<file path="config.mk">
export PLATFORM = sky130hd
export DESIGN_NAME = dds_ctrl_flat
export DESIGN_NICKNAME = d
export VERILOG_FILES = /design/src/rtl/dds_pkg.sv /design/src/rtl/dds_ctrl_if.sv /design/src/rtl/key_filter.sv /design/src/rtl/dds_ctrl.sv /design/src/flat_wrapper.sv
export SDC_FILE = /design/constraint.sdc
export NUM_CORES = 1
export LEC_CHECK = 0
export ABC_AREA = 1
export BUFFER_PORTS_ARGS = -buffer_cell sky130_fd_sc_hd__buf_2
export CORE_MARGIN = 2
export CORE_UTILIZATION = 50
export DETAILED_ROUTE_END_ITERATION = 8
export PLACE_DENSITY = 0.76
export SYNTH_ARGS = -nofsm -noshare
export SYNTH_HDL_FRONTEND = slang
export SYNTH_SLANG_ARGS = --single-unit
</file>
<file path="constraint.sdc">
create_clock -name sys_clk -period 5.5 [get_ports sys_clk]
set_input_delay 1.1 -clock sys_clk [delete_from_list [all_inputs] [get_ports sys_clk]]
set_output_delay 1.1 -clock sys_clk [all_outputs]
set_load 0.02 [all_outputs]
</file>
<file path="src/rtl/dds_pkg.sv">
// Shared constants for the dds front-end controller and datapath.
// Waveform codes, controller FSM states and default word settings.
package dds_pkg;

  localparam logic [1:0] WAVE_SINE   = 2'd0;
  localparam logic [1:0] WAVE_SQUARE = 2'd1;
  localparam logic [1:0] WAVE_TRI    = 2'd2;
  localparam logic [1:0] WAVE_SAW    = 2'd3;

  localparam int unsigned FW_WIDTH_DEF = 32;
  localparam int unsigned PW_WIDTH_DEF = 12;
  localparam int unsigned TMO_WIDTH    = 24;

  localparam logic [31:0] FW_INIT_DEF = 32'd85_899;
  localparam logic [31:0] FW_STEP_DEF = 32'd85_899;
  localparam logic [31:0] FW_MIN_DEF  = 32'd85_899;
  localparam logic [31:0] FW_MAX_DEF  = 32'd858_993_459;
  localparam logic [11:0] PW_STEP_DEF = 12'd1024;

  localparam logic [TMO_WIDTH-1:0] WRAP_TIMEOUT_DEF = 24'd12_499_999;

  typedef enum logic {
    StIdle,
    StPend
  } ctrl_state_e;

endpackage

</file>
<file path="src/rtl/dds_ctrl_if.sv">
// Key/wrap inputs and applied configuration outputs of the dds controller.
interface dds_ctrl_if #(
  parameter int unsigned FW_WIDTH = 32,
  parameter int unsigned PW_WIDTH = 12
);
  logic [3:0]          key_in;
  logic                phase_wrap;
  logic [1:0]          wave_sel;
  logic [FW_WIDTH-1:0] freq_word;
  logic [PW_WIDTH-1:0] phase_word;
  logic                cfg_upd;

  modport master (
    output key_in, phase_wrap,
    input  wave_sel, freq_word, phase_word, cfg_upd
  );

  modport slave (
    input  key_in, phase_wrap,
    output wave_sel, freq_word, phase_word, cfg_upd
  );
endinterface

</file>
<file path="src/rtl/key_filter.sv">
// Single active-low key: 2-flop synchroniser, saturating debounce counter and
// a one-cycle press pulse when the counter reaches CNT_DEBOUNCE.
module key_filter #(
  parameter int unsigned CNT_DEBOUNCE = 999_999
) (
  input  logic sys_clk,
  input  logic sys_rst,
  input  logic key_n,
  output logic press
);

  localparam int unsigned CntW = $clog2(CNT_DEBOUNCE + 1);
  localparam logic [CntW-1:0] CntMax = CntW'(CNT_DEBOUNCE);
  localparam logic [CntW-1:0] CntArm = CntW'(CNT_DEBOUNCE - 1);

  logic            key_s1_q, key_s2_q;
  logic [CntW-1:0] cnt_q, cnt_d;

  always_ff @(posedge sys_clk) begin
    if (sys_rst) begin
      key_s1_q <= 1'b1;
      key_s2_q <= 1'b1;
      cnt_q    <= '0;
    end else begin
      key_s1_q <= key_n;
      key_s2_q <= key_s1_q;
      cnt_q    <= cnt_d;
    end
  end

  always_comb begin
    cnt_d = cnt_q;
    if (key_s2_q) begin
      cnt_d = '0;
    end else if (cnt_q != CntMax) begin
      cnt_d = cnt_q + CntW'(1);
    end
  end

  // Fires only on the step into saturation, so a held key pulses once.
  assign press = !key_s2_q && (cnt_q == CntArm);

endmodule

</file>
<file path="src/rtl/dds_ctrl.sv">
// Key-driven configuration controller: presses edit shadow registers, which are
// applied to the dds outputs together at a phase wrap or after a timeout.
module dds_ctrl
  import dds_pkg::*;
#(
  parameter int unsigned          CNT_DEBOUNCE = 999_999,
  parameter int unsigned          FW_WIDTH     = FW_WIDTH_DEF,
  parameter logic [FW_WIDTH-1:0]  FW_INIT      = FW_WIDTH'(FW_INIT_DEF),
  parameter logic [FW_WIDTH-1:0]  FW_STEP      = FW_WIDTH'(FW_STEP_DEF),
  parameter logic [FW_WIDTH-1:0]  FW_MIN       = FW_WIDTH'(FW_MIN_DEF),
  parameter logic [FW_WIDTH-1:0]  FW_MAX       = FW_WIDTH'(FW_MAX_DEF),
  parameter int unsigned          PW_WIDTH     = PW_WIDTH_DEF,
  parameter logic [PW_WIDTH-1:0]  PW_STEP      = PW_WIDTH'(PW_STEP_DEF),
  parameter logic [TMO_WIDTH-1:0] WRAP_TIMEOUT = WRAP_TIMEOUT_DEF
) (
  input logic       sys_clk,
  input logic       sys_rst,
  dds_ctrl_if.slave bus
);

  logic [3:0] press;

  for (genvar i = 0; i < 4; i++) begin : g_key
    key_filter #(
      .CNT_DEBOUNCE(CNT_DEBOUNCE)
    ) u_key_filter (
      .sys_clk(sys_clk),
      .sys_rst(sys_rst),
      .key_n  (bus.key_in[i]),
      .press  (press[i])
    );
  end

  ctrl_state_e          state_q, state_d;
  logic [TMO_WIDTH-1:0] tmo_q, tmo_d;
  logic                 apply;

  logic [1:0]          wave_sh_q, wave_sh_d, wave_q;
  logic [FW_WIDTH-1:0] fw_sh_q, fw_sh_d, fw_q;
  logic [PW_WIDTH-1:0] pw_sh_q, pw_sh_d, pw_q;
  logic                cfg_upd_q;
  logic [FW_WIDTH:0]   fw_sum, fw_diff;

  // Shadow edits; one extra bit carries the overflow/borrow for saturation.
  always_comb begin
    wave_sh_d = wave_sh_q;
    fw_sh_d   = fw_sh_q;
    pw_sh_d   = pw_sh_q;
    fw_sum    = {1'b0, fw_sh_q} + {1'b0, FW_STEP};
    fw_diff   = {1'b0, fw_sh_q} - {1'b0, FW_STEP};
    if (press[0]) wave_sh_d = wave_sh_q + 2'd1;
    if (press[3]) pw_sh_d = pw_sh_q + PW_STEP;
    if (press[1] && !press[2]) begin
      fw_sh_d = (fw_sum > {1'b0, FW_MAX}) ? FW_MAX : fw_sum[FW_WIDTH-1:0];
    end else if (press[2] && !press[1]) begin
      fw_sh_d = (fw_diff[FW_WIDTH] || (fw_diff[FW_WIDTH-1:0] < FW_MIN)) ?
                FW_MIN : fw_diff[FW_WIDTH-1:0];
    end
  end

  always_comb begin
    state_d = state_q;
    tmo_d   = tmo_q;
    apply   = 1'b0;
    unique case (state_q)
      StIdle: begin
        if (|press) begin
          state_d = StPend;
          tmo_d   = '0;
        end
      end
      StPend: begin
        if (bus.phase_wrap || (tmo_q == WRAP_TIMEOUT)) begin
          apply   = 1'b1;
          state_d = StIdle;
        end else begin
          tmo_d = tmo_q + TMO_WIDTH'(1);
        end
      end
      default: state_d = StIdle;
    endcase
  end

  always_ff @(posedge sys_clk) begin
    if (sys_rst) begin
      state_q   <= StIdle;
      tmo_q     <= '0;
      wave_sh_q <= WAVE_SINE;
      fw_sh_q   <= FW_INIT;
      pw_sh_q   <= '0;
      wave_q    <= WAVE_SINE;
      fw_q      <= FW_INIT;
      pw_q      <= '0;
      cfg_upd_q <= 1'b0;
    end else begin
      state_q   <= state_d;
      tmo_q     <= tmo_d;
      wave_sh_q <= wave_sh_d;
      fw_sh_q   <= fw_sh_d;
      pw_sh_q   <= pw_sh_d;
      cfg_upd_q <= apply;
      // Load the post-edit shadows so a same-cycle press is included.
      if (apply) begin
        wave_q <= wave_sh_d;
        fw_q   <= fw_sh_d;
        pw_q   <= pw_sh_d;
      end
    end
  end

  assign bus.wave_sel   = wave_q;
  assign bus.freq_word  = fw_q;
  assign bus.phase_word = pw_q;
  assign bus.cfg_upd    = cfg_upd_q;

endmodule
</file>
<file path="src/flat_wrapper.sv">
// flat-port wrapper written by rule: the top's interface ports become plain ports
module dds_ctrl_flat import dds_pkg::*;
#(
  parameter int unsigned          CNT_DEBOUNCE = 999_999,
  parameter int unsigned          FW_WIDTH     = FW_WIDTH_DEF,
  parameter logic [FW_WIDTH-1:0]  FW_INIT      = FW_WIDTH'(FW_INIT_DEF),
  parameter logic [FW_WIDTH-1:0]  FW_STEP      = FW_WIDTH'(FW_STEP_DEF),
  parameter logic [FW_WIDTH-1:0]  FW_MIN       = FW_WIDTH'(FW_MIN_DEF),
  parameter logic [FW_WIDTH-1:0]  FW_MAX       = FW_WIDTH'(FW_MAX_DEF),
  parameter int unsigned          PW_WIDTH     = PW_WIDTH_DEF,
  parameter logic [PW_WIDTH-1:0]  PW_STEP      = PW_WIDTH'(PW_STEP_DEF),
  parameter logic [TMO_WIDTH-1:0] WRAP_TIMEOUT = WRAP_TIMEOUT_DEF
)
  (sys_clk, sys_rst, bus_key_in, bus_phase_wrap, bus_wave_sel, bus_freq_word, bus_phase_word, bus_cfg_upd);
  dds_ctrl_if #(.FW_WIDTH(FW_WIDTH), .PW_WIDTH(PW_WIDTH)) bus_i ();
  input logic sys_clk;
  input logic sys_rst;
  input wire logic [$bits(bus_i.key_in)-1:0] bus_key_in;
  input wire logic [$bits(bus_i.phase_wrap)-1:0] bus_phase_wrap;
  output wire logic [$bits(bus_i.wave_sel)-1:0] bus_wave_sel;
  output wire logic [$bits(bus_i.freq_word)-1:0] bus_freq_word;
  output wire logic [$bits(bus_i.phase_word)-1:0] bus_phase_word;
  output wire logic [$bits(bus_i.cfg_upd)-1:0] bus_cfg_upd;
  assign bus_i.key_in = bus_key_in;
  assign bus_i.phase_wrap = bus_phase_wrap;
  assign bus_wave_sel = bus_i.wave_sel;
  assign bus_freq_word = bus_i.freq_word;
  assign bus_phase_word = bus_i.phase_word;
  assign bus_cfg_upd = bus_i.cfg_upd;
  dds_ctrl #(.CNT_DEBOUNCE(CNT_DEBOUNCE), .FW_WIDTH(FW_WIDTH), .FW_INIT(FW_INIT), .FW_STEP(FW_STEP), .FW_MIN(FW_MIN), .FW_MAX(FW_MAX), .PW_WIDTH(PW_WIDTH), .PW_STEP(PW_STEP), .WRAP_TIMEOUT(WRAP_TIMEOUT)) u_core (.sys_clk(sys_clk), .sys_rst(sys_rst), .bus(bus_i));
endmodule
</file>
==> results.toml, run 1 <==
[run_status]
outcome = "finished clean"

[setup_path]
crit_arrival_ns = 4.06
r2r_start = "u_core.g_key[1].u_key_filter.cnt_q[17]"
end_kind = "flip-flop"
rrSetupSlack_ns = 1.81
r2r_cells = 8
cp.depth = 8
path_delay_family = "simple AND/OR/NAND/NOR gates"
slowest_stage = "inv_1"
path_cells = "nand2_1 > nor4_1 > nand3_1 > nand2_1 > inv_1 > o21ai_0 > nand3_1 > a21oi_1"
crit_type = "flip-flop to flip-flop"
path_buf_inv = 1
start_kind = "flip-flop"
r2r-end = "u_core.bus.freq_word[31]"
critPathRequiredTime_ns = 5.87
slowest_delay_ns = 0.76
crit_fanout = 38

[timing]
fin_skew_ns = 0.0184
min_period_ns = 3.69
clock.fmax_ghz = 0.271
fin_tns_setup_ns = 0
finalHoldViolCount = 0
worst_slew_pin_slew_ns = 1.12
slew_violations = 0
setup_slack_ns = 1.81
setup_viol = 0
max_slew_margin_pct = 25.4
finalCritPeriodShare_pct = 67.2
rsz0062_at_grt = "false"

[clock_network]
cts_setup_buffers = 0
hold_buffers = 0
cts_resized = 0
htreeDepth = 4
cts_root_buf = "clkbuf_16"
clk_path_buf_depth = 2
clk_latency_ns = 0.45
cts_made_buffers = 17
path_clk_slew_ns = 0.08
cts.sinks = 186
cts_tree = "built"

[synth]
synth_top_family_by_area = "simple AND/OR/NAND/NOR gates"
synthXorXnorAreaFrac_pct = 2.36
syn-cell-area_um2 = 11500
synth_seq_cells = 186
synthAdderAreaFrac_pct = 1.41
yosys.area_share.simple_pct = 40.7
seq_area_frac_synth_pct = 32.3
synthFlopType = "dfxtp_1"
synthCells = 1828
ys_warn_count = 0
synth-edff-count = 0
async_reset_ff_share_pct = 0
syn_avg_cell_area_um2 = 6.30
synth_cell_types = 52
synth.area.mux_share_pct = 0
synth_compound_area_share_pct = 12.9

[grt]
grt.busiest_layer = "met2"
met2_usage_pct = 42.9
grt_max_degree = 63
first_global_vias = 10900
use_met3_pct = 4.03
use_met1_pct = 33.5
antenna_found_initial = 0
grt_pass1_wl_mm = 51.6
gr-total-overflow = 0
grt_usage_pct = 25.8

[pwr]
switchingPower_w = 0.000617
clock_power_share_pct = 47.9
power_frac_seq_pct = 50.8
power.leakage_nw = 4.97
ir_drop_mv = 0.160
p_comb_share_pct = 1.3
power_density_nw_per_um2 = 215
intPower_w = 0.00205
swShare_pct = 23.2

[hold_path]
holdPathStages = 1
whs_endpoint = "u_core.g_key[2].u_key_filter.key_s2_q"
hp-start = "u_core.g_key[2].u_key_filter.key_s1_q"
hold_class = "flip-flop to flip-flop"

[floorplanning]
core_um2 = 22600
initial_utilization_pct = 50.8
die_w_um = 156
boundaryPins = 54
die-area_um2 = 24300
fp.dieH_um = 156
rows = 55

[routing]
drt_iter0_drc = 1258
viasPerCell = 5.60
wire_per_inst_um = 14.6
wirelength_mm = 31.3
dr.pass1.iters = 6
final_antenna_net_count = 0
vias = 12000
drc = 0

[finish]
nets = 1857
fillers = 2232
multi_input_area_um2 = 6650
drive_above_1_share_pct = 9.03
seqCellArea_um2 = 3720
areaGrowthSynthToFinish_pct = 7.61
n_antenna_cell = 0

[placement]
hpwlAfterDp_mm = 23.2
gp_congestion = 0.997
numPortBuffers = 43
place_ws_ns = 1.99

[job]
max_cap_violations = 0
-- final cells by class --
type / instances / area share, %
Clock buffer: 17 / 3.43
Clock inverter: 15 / 1.53
Inverter: 215 / 6.53
Multi-Input combinational cell: 1371 / 53.7
Sequential cell: 186 / 30.1
Tap cell: 285 / 2.88
Timing Repair Buffer: 46 / 1.92
-- cells in the final DEF, fill, tap and decap left out, types with 4 or more instances in the layout --
master       n
xor2_1      28
or2_2       20
dfxtp_1    186
inv_1      196
clkinv_1     4
clkbuf_16   17
o21ai_1      5
ha_1        13
nand3_1    176
a21oi_1    134
nor2_1     219
nor2_2       9
o21a_1       8
nand4_1     50
nor3_1      65
nor3b_1      7
inv_2       14
o21bai_2     9
nand2_2     21
o21ai_0     90
a31oi_1     12
buf_2       43
nand2_1    435
and3_1       5
conb_1      10
nor4_1      17
nand3b_1     5
-- routing by layer --
metal / wire, um / part of all wire (%)
met1: 13700 / 44
met2: 14300 / 46
met3: 2210 / 7.1
met4: 1040 / 3.3
met5: 0 / 0
-- power by group through the flow --
stage	logic [W]	registers, W	clock network, W
floorplan	0.0000321	0.00138	0
global placement	0.0000350	0.00138	0
detailed placement	0.0000353	0.00138	0
CTS	0.0000354	0.00135	0.00129
global route	0.0000396	0.00135	0.00135
finish	0.0000355	0.00135	0.00128
-- worst max path at each step --
stage | startpoint | to | slack, ns
after global routing | u_core.g_key[2].u_key_filter.cnt_q[11] | u_core.bus.freq_word[22] | 1.47
after CTS | u_core.g_key[2].u_key_filter.cnt_q[11] | u_core.bus.freq_word[19] | 1.95
final | u_core.g_key[1].u_key_filter.cnt_q[17] | u_core.bus.freq_word[31] | 1.81
after global placement | u_core.g_key[2].u_key_filter.cnt_q[7] | u_core.bus.freq_word[19] | 1.95
after detailed placement | u_core.g_key[2].u_key_filter.cnt_q[11] | u_core.bus.freq_word[19] | 1.99
after floorplan | u_core.fw_sh_q[0] | u_core.bus.freq_word[26] | 3.01
-- metrics by stage --
step	utilization, %	area [um^2]	power [W]	hold WS, ns	cells
after floorplan	-	11500	0.00141	0.389	1837
after global placement	52.0	11800	0.00142	0.395	2103
after detailed placement	52.0	11800	0.00142	0.401	2103
after CTS	54.7	12400	0.00268	0.417	2135
after global routing	54.7	12400	0.00274	0.430	2135
final	54.7	12400	0.00266	0.412	2135
-- synthesized netlist by cell type, types with 4 or more instances --
master | instances | area [um^2]
nand2_1 | 435 | 1630
nor2_1 | 220 | 826
inv_1 | 196 | 736
dfxtp_1 | 186 | 3720
nand3_1 | 176 | 881
a21oi_1 | 134 | 671
o21ai_0 | 90 | 450
nor3_1 | 65 | 325
nand4_1 | 50 | 313
xor2_1 | 28 | 245
clkbuf_1 | 27 | 101
nand2_2 | 21 | 131
buf_4 | 20 | 150
or2_2 | 20 | 125
nor4_1 | 17 | 106
inv_2 | 14 | 52.6
buf_2 | 13 | 65.1
ha_1 | 13 | 163
a31oi_1 | 12 | 75.1
o21bai_2 | 9 | 101
nor2_2 | 8 | 50.1
o21a_1 | 8 | 60.1
nor3b_1 | 7 | 52.6
and3_1 | 5 | 31.3
nand3b_1 | 5 | 37.5
o21ai_1 | 5 | 25.0
clkinv_1 | 4 | 15.0
-- cell families (layout without fill, tap and decap cells) --
family,count (synthesis),after routing
and+or+nand+nor,1047,1047
buffers and inverters,280,293
AOI/OAI and AO/OA,270,270
DFF,186,186
xor gates and xnor gates,31,31
adders and majority gates,13,13
other,1,10
-- flip-flops by register name (all words and copies together) (netlist names), 2 cells and up --
signal / cells
u_core.bus.phase_word: 2
u_core.g_key.u_key_filter.key_s1_q: 4
u_core.pw_sh_q: 2
u_core.wave_sh_q: 2
u_core.fw_sh_q: 32
u_core.g_key.u_key_filter.cnt_q: 80
u_core.tmo_q: 24
u_core.bus.wave_sel: 2
u_core.bus.freq_word: 32
u_core.g_key.u_key_filter.key_s2_q: 4
(Power assumes the default switching activity.)
==> inputs of run 2 (changes only) <==
PLACE_DENSITY = 0.79   (was 0.76)
clock period = 3.3 ns   (was 5.5 ns; I/O delays follow)
==> results.toml, run 2 (synthesized netlist as in run 1, its figures left out) <==
[run_status]
outcome = "finished clean"

[finish]
final_cell_mix = "nand2_1, nor2_1, inv_1"
multi_input_area_um2 = 6660
nets = 1873
fillers = 2158
regMostFlops = "u_core.g_key.u_key_filter.cnt_q"
areaGrowthSynthToFinish_pct = 9.16
layout_commonest_cell = "nand2_1"
final_util_pct = 55.5
seqCellArea_um2 = 3720
largest_reg_flops = 80
drive_above_1_share_pct = 9.97
n_antenna_cell = 0

[floorplanning]
die_w_um = 156
initial_utilization_pct = 50.8
rows = 55
fp.dieH_um = 156
boundaryPins = 54
die-area_um2 = 24300
core_um2 = 22600

[pwr]
power_frac_seq_pct = 49.9
switchingPower_w = 0.00106
power.leakage_nw = 5.08
ir_drop_mv = 0.252
intPower_w = 0.00346
swShare_pct = 23.4
p_comb_share_pct = 1.4
clock_power_share_pct = 48.8
finalPower_w = 0.00452
power_density_nw_per_um2 = 359

[placement]
gp_congestion = 0.955
hpwlAfterDp_mm = 23.9
numPortBuffers = 43

[timing]
min_period_ns = 3.00
clock.fmax_ghz = 0.334
slew_violations = 0
fin_skew_ns = 0.0139
worst_slew_pin_slew_ns = 0.826
finalCritPeriodShare_pct = 90.8
max_slew_margin_pct = 44.7
finalHoldViolCount = 0
setup_viol = 0

[setup_path]
critPathRequiredTime_ns = 3.64
crit_fanout = 15
path_cells = "nand2_1 > inv_2 > nand2_1 > nor2_1 > nand2_1 > nand2_1 > nand2_1 > nand2_1 > nand2_1 > nor2_1 > nand2_1 > nand3_1 > nand2_2 > nand3_4 > nand2_4 > buf_12 > o21ai_0 > nand2_1 > nand2_1 > nand2_1"
crit_type = "flip-flop to flip-flop"
end_kind = "flip-flop"
path_buf_inv = 2
path_delay_family = "simple AND/OR/NAND/NOR gates"
slowest_delay_ns = 0.59
slowest_stage = "dfxtp_1"
cpMostUsedCell = "nand2_1"
start_kind = "flip-flop"
crit_arrival_ns = 3.33

[routing]
drc = 0
wirelength_mm = 32.0
viasPerCell = 5.56
drt_iter0_drc = 1065
dr.pass1.iters = 6
vias = 12000
wire_per_inst_um = 14.9
final_antenna_net_count = 0

[clock_network]
cts_tree = "built"
clk_latency_ns = 0.44
cts_made_buffers = 17
cts.sinks = 186
path_clk_slew_ns = 0.08
htreeDepth = 4
cts_root_buf = "clkbuf_16"
clk_path_buf_depth = 2

[grt]
antenna_found_initial = 1
grt_pass1_wl_mm = 53.0
grt_max_degree = 55
gr-total-overflow = 0
first_global_vias = 11000
grt_usage_pct = 26.6

[job]
max_cap_violations = 0

[hold_path]
hold_class = "primary input to flip-flop"
-- run 2: area by class of cell --
type	count	share of cell area (%)
inverters	215	6.43
multi-input cells	1371	53.0
clock inverters	13	1.44
repair buffers	62	3.05
well taps	285	2.84
clock buffers	19	3.60
flip-flops and latches	186	29.6
-- run 2: metrics by stage --
step                worst slack, ns  instance area (um^2)  cells  hold WS [ns]  TNS (ns)
CTS                           0.187                 12600   2151         0.385         0
global route                -0.0220                 12600   2151         0.394   -0.0233
finish                        0.304                 12600   2151         0.395         0
detailed placement            0.236                 11900   2119         0.399         0
global placement              0.295                 11900   2119         0.397         0
floorplan                     0.805                 11500   1837         0.389         0
-- run 2: what timing repair did --
action                     in CTS  in global routing
hold buffers                    0                  0
buffers inserted                0                  0
setup endpoints to repair       0                 36
gates resized for setup         0                  4
-- run 2: layer usage --
metal  GRT usage, %  vias to the layer above  wire (um)
met3           4.50                       73       2270
met1           35.2                     5442      14100
li1               -                     6019          -
met4           9.44                        2        891
met2           43.8                      427      14700
met5              0                        -         13
-- run 2: power groups by stage --
stage               sequential [W]  combinational, W  clock (W)
floorplan                  0.00230         0.0000535          0
CTS                        0.00225         0.0000616    0.00223
global placement           0.00230         0.0000599          0
finish                     0.00225         0.0000620    0.00220
detailed placement         0.00230         0.0000612          0
global route               0.00225         0.0000688    0.00232
-- run 2: worst paths after layout --
kind / startpoint / end / slack (ns) / cells past startpoint
setup / recovery: u_core.fw_sh_q[7] / u_core.bus.freq_word[10] / 0.30 / 20
hold / removal: bus_key_in[1] / u_core.g_key[1].u_key_filter.key_s1_q / 0.39 / 2
setup reg to reg: u_core.fw_sh_q[7] / u_core.bus.freq_word[10] / 0.30 / 20
hold reg to reg: u_core.g_key[2].u_key_filter.key_s1_q / u_core.g_key[2].u_key_filter.key_s2_q / 0.43 / 1
